$ cat src/rtl/fft_pkg.sv
// Shared constants, FSM state type and bit-reverse helper for the FFT result path.
package fft_pkg;

    localparam int FFT_N     = 16;
    localparam int FFT_LOG2N = $clog2(FFT_N);
    localparam int FFT_OUTW  = 48;
    localparam int FFT_DOUTW = 16;
    localparam int FFT_SHIFT = 4;

    typedef enum logic {
        IDLE   = 1'b0,
        STREAM = 1'b1
    } state_t;

    // Reverses the low w bits of a; bits above w come back as zero.
    function automatic logic [31:0] bitrev(input logic [31:0] a, input int w);
        logic [31:0] r;
        r = '0;
        for (int i = 0; i < 32; i++) begin
            if (i < w) r[i[4:0]] = a[5'(w - 1 - i)];
        end
        return r;
    endfunction

endpackage

$ cat src/rtl/fft_round_sat.sv
// Combinational scale (arithmetic right shift with round-half-up) and clip to OUTW bits.
module fft_round_sat #(
    parameter int INW   = 48,
    parameter int OUTW  = 16,
    parameter int SHIFT = 4
) (
    input  logic [INW-1:0]  x,
    output logic [OUTW-1:0] y,
    output logic            sat
);

    // One extra bit of headroom so adding the rounding constant cannot wrap.
    localparam logic signed [INW:0] RND  = ((INW+1)'(1) << SHIFT) >> 1;
    localparam logic signed [INW:0] MAXV = {{(INW-OUTW+2){1'b0}}, {(OUTW-1){1'b1}}};
    localparam logic signed [INW:0] MINV = {{(INW-OUTW+2){1'b1}}, {(OUTW-1){1'b0}}};

    logic signed [INW:0] xe;
    logic signed [INW:0] t;

    assign xe = {x[INW-1], x};
    assign t  = (xe + RND) >>> SHIFT;

    always_comb begin
        y   = '0;
        sat = 1'b0;
        if (t > MAXV) begin
            y   = {1'b0, {(OUTW-1){1'b1}}};
            sat = 1'b1;
        end else if (t < MINV) begin
            y   = {1'b1, {(OUTW-1){1'b0}}};
            sat = 1'b1;
        end else begin
            y = t[OUTW-1:0];
        end
    end

endmodule

$ cat src/rtl/fft_result_serializer.sv
// Latches one FFT frame and streams it out a bin per handshake, rounded and saturated.
// Define BITREV_REORDER_EN to read the bank in bit-reversed (natural-frequency) order.
module fft_result_serializer
    import fft_pkg::*;
#(
    parameter int N     = FFT_N,
    parameter int OUTW  = FFT_OUTW,
    parameter int DOUTW = FFT_DOUTW,
    parameter int SHIFT = FFT_SHIFT
) (
    input  logic                  clk,
    input  logic                  rst,
    input  logic                  frame_valid,
    output logic                  frame_ready,
    input  logic [N*OUTW-1:0]     yr_flat,
    input  logic [N*OUTW-1:0]     yi_flat,
    output logic                  out_valid,
    input  logic                  out_ready,
    output logic [DOUTW-1:0]      out_re,
    output logic [DOUTW-1:0]      out_im,
    output logic [$clog2(N)-1:0]  out_bin,
    output logic                  out_last,
    output logic                  out_sat,
    output logic                  busy
);

    localparam int LOG2N = $clog2(N);

    state_t                 state, state_nx;
    logic [N-1:0][OUTW-1:0] bank_re, bank_im;
    logic [LOG2N-1:0]       rd_idx, addr;
    logic                   accept, adv, streaming, at_last;
    logic [DOUTW-1:0]       re_q, im_q;
    logic                   sat_re, sat_im;

    assign streaming = (state == STREAM);
    assign at_last   = (rd_idx == LOG2N'(N - 1));

    always_ff @(posedge clk or posedge rst) begin
        if (rst) state <= IDLE;
        else     state <= state_nx;
    end

    always_comb begin
        state_nx = state;
        accept   = 1'b0;
        adv      = 1'b0;
        case (state)
            IDLE: begin
                if (frame_valid) begin
                    accept   = 1'b1;
                    state_nx = STREAM;
                end
            end
            STREAM: begin
                if (out_ready) begin
                    adv = 1'b1;
                    if (at_last) state_nx = IDLE;
                end
            end
            default: state_nx = IDLE;
        endcase
    end

    // rd_idx wraps to zero on the final handshake since N is a power of two.
    always_ff @(posedge clk or posedge rst) begin
        if (rst) begin
            bank_re <= '0;
            bank_im <= '0;
            rd_idx  <= '0;
        end else if (accept) begin
            bank_re <= yr_flat;
            bank_im <= yi_flat;
            rd_idx  <= '0;
        end else if (adv) begin
            rd_idx  <= rd_idx + 1'b1;
        end
    end

`ifdef BITREV_REORDER_EN
    assign addr = LOG2N'(bitrev(32'(rd_idx), LOG2N));
`else
    assign addr = rd_idx;
`endif

    fft_round_sat #(.INW(OUTW), .OUTW(DOUTW), .SHIFT(SHIFT)) u_rs_re (
        .x   (bank_re[addr]),
        .y   (re_q),
        .sat (sat_re)
    );

    fft_round_sat #(.INW(OUTW), .OUTW(DOUTW), .SHIFT(SHIFT)) u_rs_im (
        .x   (bank_im[addr]),
        .y   (im_q),
        .sat (sat_im)
    );

    // Outputs are forced to zero outside STREAM so idle/reset values are clean.
    assign frame_ready = (state == IDLE) && !rst;
    assign out_valid   = streaming;
    assign busy        = streaming;
    assign out_re      = streaming ? re_q : '0;
    assign out_im      = streaming ? im_q : '0;
    assign out_bin     = streaming ? addr : '0;
    assign out_last    = streaming && at_last;
    assign out_sat     = streaming && (sat_re || sat_im);

endmodule

$ cat config.mk
export PLATFORM = sky130hd
export DESIGN_NAME = fft_result_serializer
export DESIGN_NICKNAME = d
export VERILOG_FILES = /design/src/rtl/fft_pkg.sv /design/src/rtl/fft_round_sat.sv /design/src/rtl/fft_result_serializer.sv
export SDC_FILE = /design/constraint.sdc
export NUM_CORES = 2
export LEC_CHECK = 0
export ABC_CLOCK_PERIOD_IN_PS = 63200
export BUFFER_PORTS_ARGS = -buffer_cell sky130_fd_sc_hd__buf_4
export CORE_AREA = 4 4 613 615
export DETAILED_ROUTE_END_ITERATION = 8
export DIE_AREA = 0 0 617 619
export SLEW_MARGIN = 20
export SYNTH_ARGS = -nofsm -noshare
export SYNTH_HDL_FRONTEND = slang
export SYNTH_SLANG_ARGS = --single-unit
$ cat constraint.sdc
create_clock -name clk -period 63.2 [get_ports clk]
set_clock_uncertainty 0.05 [all_clocks]
set_input_delay 12.64 -clock clk [delete_from_list [all_inputs] [get_ports clk]]
set_output_delay 12.64 -clock clk [all_outputs]
set_load 0.01 [all_outputs]
# Word-level counts from Yosys, hierarchy flattened
# Index checks and enable logic that the tools add are counted.
dict set report totals {
  register_bits 1541
  latch_bits 0
  mem_bits_rw 0
  rom_bits 0
  in_bits 1540
  word_cells 74
  n_memories 0
}
dict set report classes {
  add_sub_neg 3
  n_mul 0
  div 0
  n_lt_le_gt_ge 5
  n_eq_ne 1
  shifts 0
  n_mux 24
  n_bitwise 1
  reduce_logical 6
}
# cell count
set op_table {}
lappend op_table {{binary-select mux 48 bit (select 4 bit)} 2}
lappend op_table {{adder 48 x 5 -> 49 bit, second input constant} 2}
lappend op_table {{two-way mux 16 bit} 6}
lappend op_table {{two-way mux 48 bit} 2}
lappend op_table {{> comparator 45 x 16 -> 1 bit, second input constant} 2}
lappend op_table {{< comparator 45 x 16 -> 1 bit, second input constant} 2}
lappend op_table {{two-way mux 4 bit} 3}
lappend op_table {{two-way mux 1 bit} 10}
lappend op_table {{< comparator 4 x 5 -> 1 bit, second input constant} 1}
lappend op_table {{adder 4 x 1 -> 4 bit, second input constant} 1}
lappend op_table {{equality test 4 bit, second input constant} 1}
lappend op_table {{logical AND 1 bit} 3}
lappend op_table {{case mux 1 bit (2 select lines)} 1}
lappend op_table {{nonzero test 2 bit} 1}
lappend op_table {{zero test 1 bit} 1}
lappend op_table {{logical OR 1 bit} 1}
lappend op_table {{inverter 1 bit} 1}

# Depth between registers and ports, before layout
dict set report logic_depth {
  depth_word 8
  ltp_mapped 25
  mapped_depth_nobuf 14
}

# Hierarchy
# From an unflattened synthesis, not the netlist that was laid out.
dict set report hier_totals {
  cells_unflattened 7777
  hier_area_um2 71653.7
}
# mod instances cells_per_inst area_per_inst_um2 seq_area_each_um2
set modules_own_cells {}
lappend modules_own_cells {fft_result_serializer 1 7362 68901.1 38562.0}
lappend modules_own_cells {{fft_round_sat (u_rs_im)} 1 204 1387.6 0.0}
lappend modules_own_cells {{fft_round_sat (u_rs_re)} 1 211 1365.1 0.0}

# Worst setup path before layout
# No wires, ideal clock.
dict set report synth_timing {
  path_kind {input-to-output}
  startpoint {input port rst}
  endpoint {output port frame_ready}
  arrival_time_ps 12797
  required_time_ps 50510
  setup_slack_ps 37713
  stages 1
  path_cell_list {nor2_1}
}
dict set report synth_via {
  elab_chain_len 2
}
# item line_no
set synth_lines {}
lappend synth_lines {{from (decl)} fft_result_serializer.sv:12} ;# input logic rst,
lappend synth_lines {{zero test 1 bit} fft_result_serializer.sv:99} ;# assign frame_ready = (state == IDLE) && !rst;
lappend synth_lines {{logical AND 1 bit} fft_result_serializer.sv:99}
lappend synth_lines {{to (decl)} fft_result_serializer.sv:14} ;# output logic frame_ready,
# Every way passes these cells.

# Worst setup path in the final report
# Ends and elaborated chain as after synthesis.

==> reports/metrics.cfg <==
[power]
powerDensity_nw_per_um2=50.8
p_sw_w=0.00186
power_leakage_nw=45.2
power_frac_seq_pct=36.3
power.share.combinational_pct=40.3
swShare_pct=40.3
p_int_w=0.00276
pwr-share-clk_pct=23.3
ir_worst_vdd_v=0.0000242

[worst_setup_path]
critPathLaunchType=primary input
reg2reg_depth=12
crit_path_end_kind=output pin
crit_type=in -> out
critPathMaxFanout=2
cp.required_ps=50510
crit_start=rst
rrSetupSlack_ps=55950
critPathMostFrequentCell=buf_4
worstPathArrival_ps=13020
timing.rr.start=busy
slowest_stage=buf_4
crit_path_max_incr_delay_ps=150
path_cells=buf_4, nor2_1, buf_4
r2r-end=bank_im[647]

[placed_design]
hpwl_mm=280
placed_area_um2=84500
post-place-cells=13583
portBuffers=1484
gp_congestion=0.905

[timing]
fmax_ghz=0.0389
period_needed_ps=25710
worst_slew_margin_rel_pct=25.2
finalCritPeriodShare_pct=40.7
drv_slew=0
max_slew.worst_pin.slew_ps=1120
final_hold_viol_count=0
fin_tns_setup_ps=0
setup_violations=0
rsz0062_at_grt=no

[clock_network]
cts.clk_slew.worst_paths_ps=60
cts_resized=0
clockRootBuffer=clkbuf_16
clkLatencyLatePin_ps=850
holdBufCountCts=0
cts_buffer_depth=4
cts_sinks=1445
cts_tree=done
h-tree-depth=4
cts_made_buffers=173
post_cts_buffers=0

[global_route]
grt_pass1_wl_mm=479
grtUsageTotal_pct=17.8
grt_max_degree=209
grt_overflow=0
antenna_found_initial=179
grt_pass1_vias=59090

[route]
via_per_inst=4.28
drt-initial-drc-count=5564
drtPass1Iterations=7
drc_errors=0
ant_nets=0
avgRoutedWirePerCell_um=25.4
finalWirelength_mm=355
vias=59911

[die]
core-area_um2=371000
io_pins=1581
num_rows=224
fp.dieArea_um2=382000
initial_core_util_pct=18.4
die_x_um=617
die_height_um=619

[synthesis]
synth_common_cells=nand2_1, dfrtp_1, clkbuf_1
yosysTopAreaCell=dfrtp_1
ys.flop_type=dfrtp_1
ys_seq_area_share_pct=52.9
yosys_register_bits=1445
synth_edf_count=0
synth_top_area_share_pct=52.9
syn_area_per_cell_um2=9.14
synth_area_um2=68400
ys_types=89
synth.most_common_cell=nand2_1
async_flop_share_pct=100
syn_inst=7485
synth_area_leaders=dfrtp_1, nand2_1, mux4_2
syn-num-nets=9028
ys.warnings.count=0

[job]
drv_cap=0

[min_path]
hold_path.class=reg -> reg
hold_end=bank_im[761]
worstHoldPathCells=2
hold_start=bank_im[761]

[cells_and_area]
fin_nets=10331
area_delta_synth_final_pct=32.8
stdcell_count=14000
final_util_pct=24.5
final_layout_size_suffix_gt1_share_pct=25.5
finalInstanceArea_um2=90800

[outcome]
status=complete, no violations

[sequential cells by signal (all words and copies together), names as in the netlist]
name / count
bank_re: 720
addr: 4
busy: 1
bank_im: 720
[layout by cell type (no fill, tap or decap), drive strengths merged, types with 37 or more instances in the layout]
cell | Yosys | layout
nand2 | 4449 | 4449
buf | 144 | 1600
dfrtp | 1445 | 1445
mux4 | 326 | 326
clkbuf | 328 | 229
a22oi | 103 | 103
mux2i | 101 | 101
diode | 0 | 99
o21ai | 68 | 68
nor2 | 56 | 56
clkinv | 2 | 44
a21oi | 42 | 42
xnor2 | 37 | 37
a221oi | 37 | 37
[worst max path at each step]
stage | to | slack (ps) | cells past startpoint
2_1_floorplan | addr[0] | 9760 | 1
3_3_place_gp | frame_ready | 37500 | 3
3_5_place_dp | frame_ready | 37500 | 3
4_1_cts | frame_ready | 37500 | 3
5_1_grt | frame_ready | 37440 | 3
6_report | frame_ready | 37490 | 3
[critical path: cells and delay by family]
family | cells | cell delay [ps]
buf+inv | 2 | 280
simple gates | 1 | 100
[power groups by stage]
stage	Clock, W	Sequential (W)	Combinational, W
floorplan	0	0.00157	0.00115
global placement	0	0.00167	0.00189
detailed placement	0	0.00169	0.00191
CTS	0.00110	0.00168	0.00192
global route	0.00114	0.00173	0.00205
finish	0.00108	0.00168	0.00186
[kinds of logic after synthesis]
kind of cell             count (synthesis)  synth area share (%)
multiplexers                           436                  12.4
buffers and inverters                  487                  3.57
AND/OR/NAND/NOR                       4710                  26.7
flip-flops                            1445                  52.9
AO/OA/AOI/OAI                          353                  3.69
XOR/XNOR                                51                 0.653
adder cells (fa/ha/maj)                  3                0.0549
[stage by stage]
stage | hold WS (ps) | setup slack (ps) | total power (W)
floorplan | 387 | 9760 | 0.00272
global placement | 400 | 37500 | 0.00357
detailed placement | 407 | 37500 | 0.00360
CTS | 420 | 37500 | 0.00470
global route | 428 | 37440 | 0.00492
finish | 417 | 37490 | 0.00462
[final cells by class]
type	instances	area [um^2]
clock buffers	229	4860
multi-input cells	5553	29900
diodes	99	248
repair buffers	1600	12200
clock inverters	87	1200
fillers	40245	280000
flip-flops and latches	1445	36200
well taps	4972	6220
inverters	15	70.1
[metal layers]
layer	GRT usage (%)	part of all wire, %	vias to the layer above
met5	0	0.17	-
met4	7.52	4.0	86
met3	4.53	7.2	599
met2	31.4	52	2319
met1	20.4	37	29893
li1	-	-	27014
Note: power is estimated with default switching activity, not from simulation.
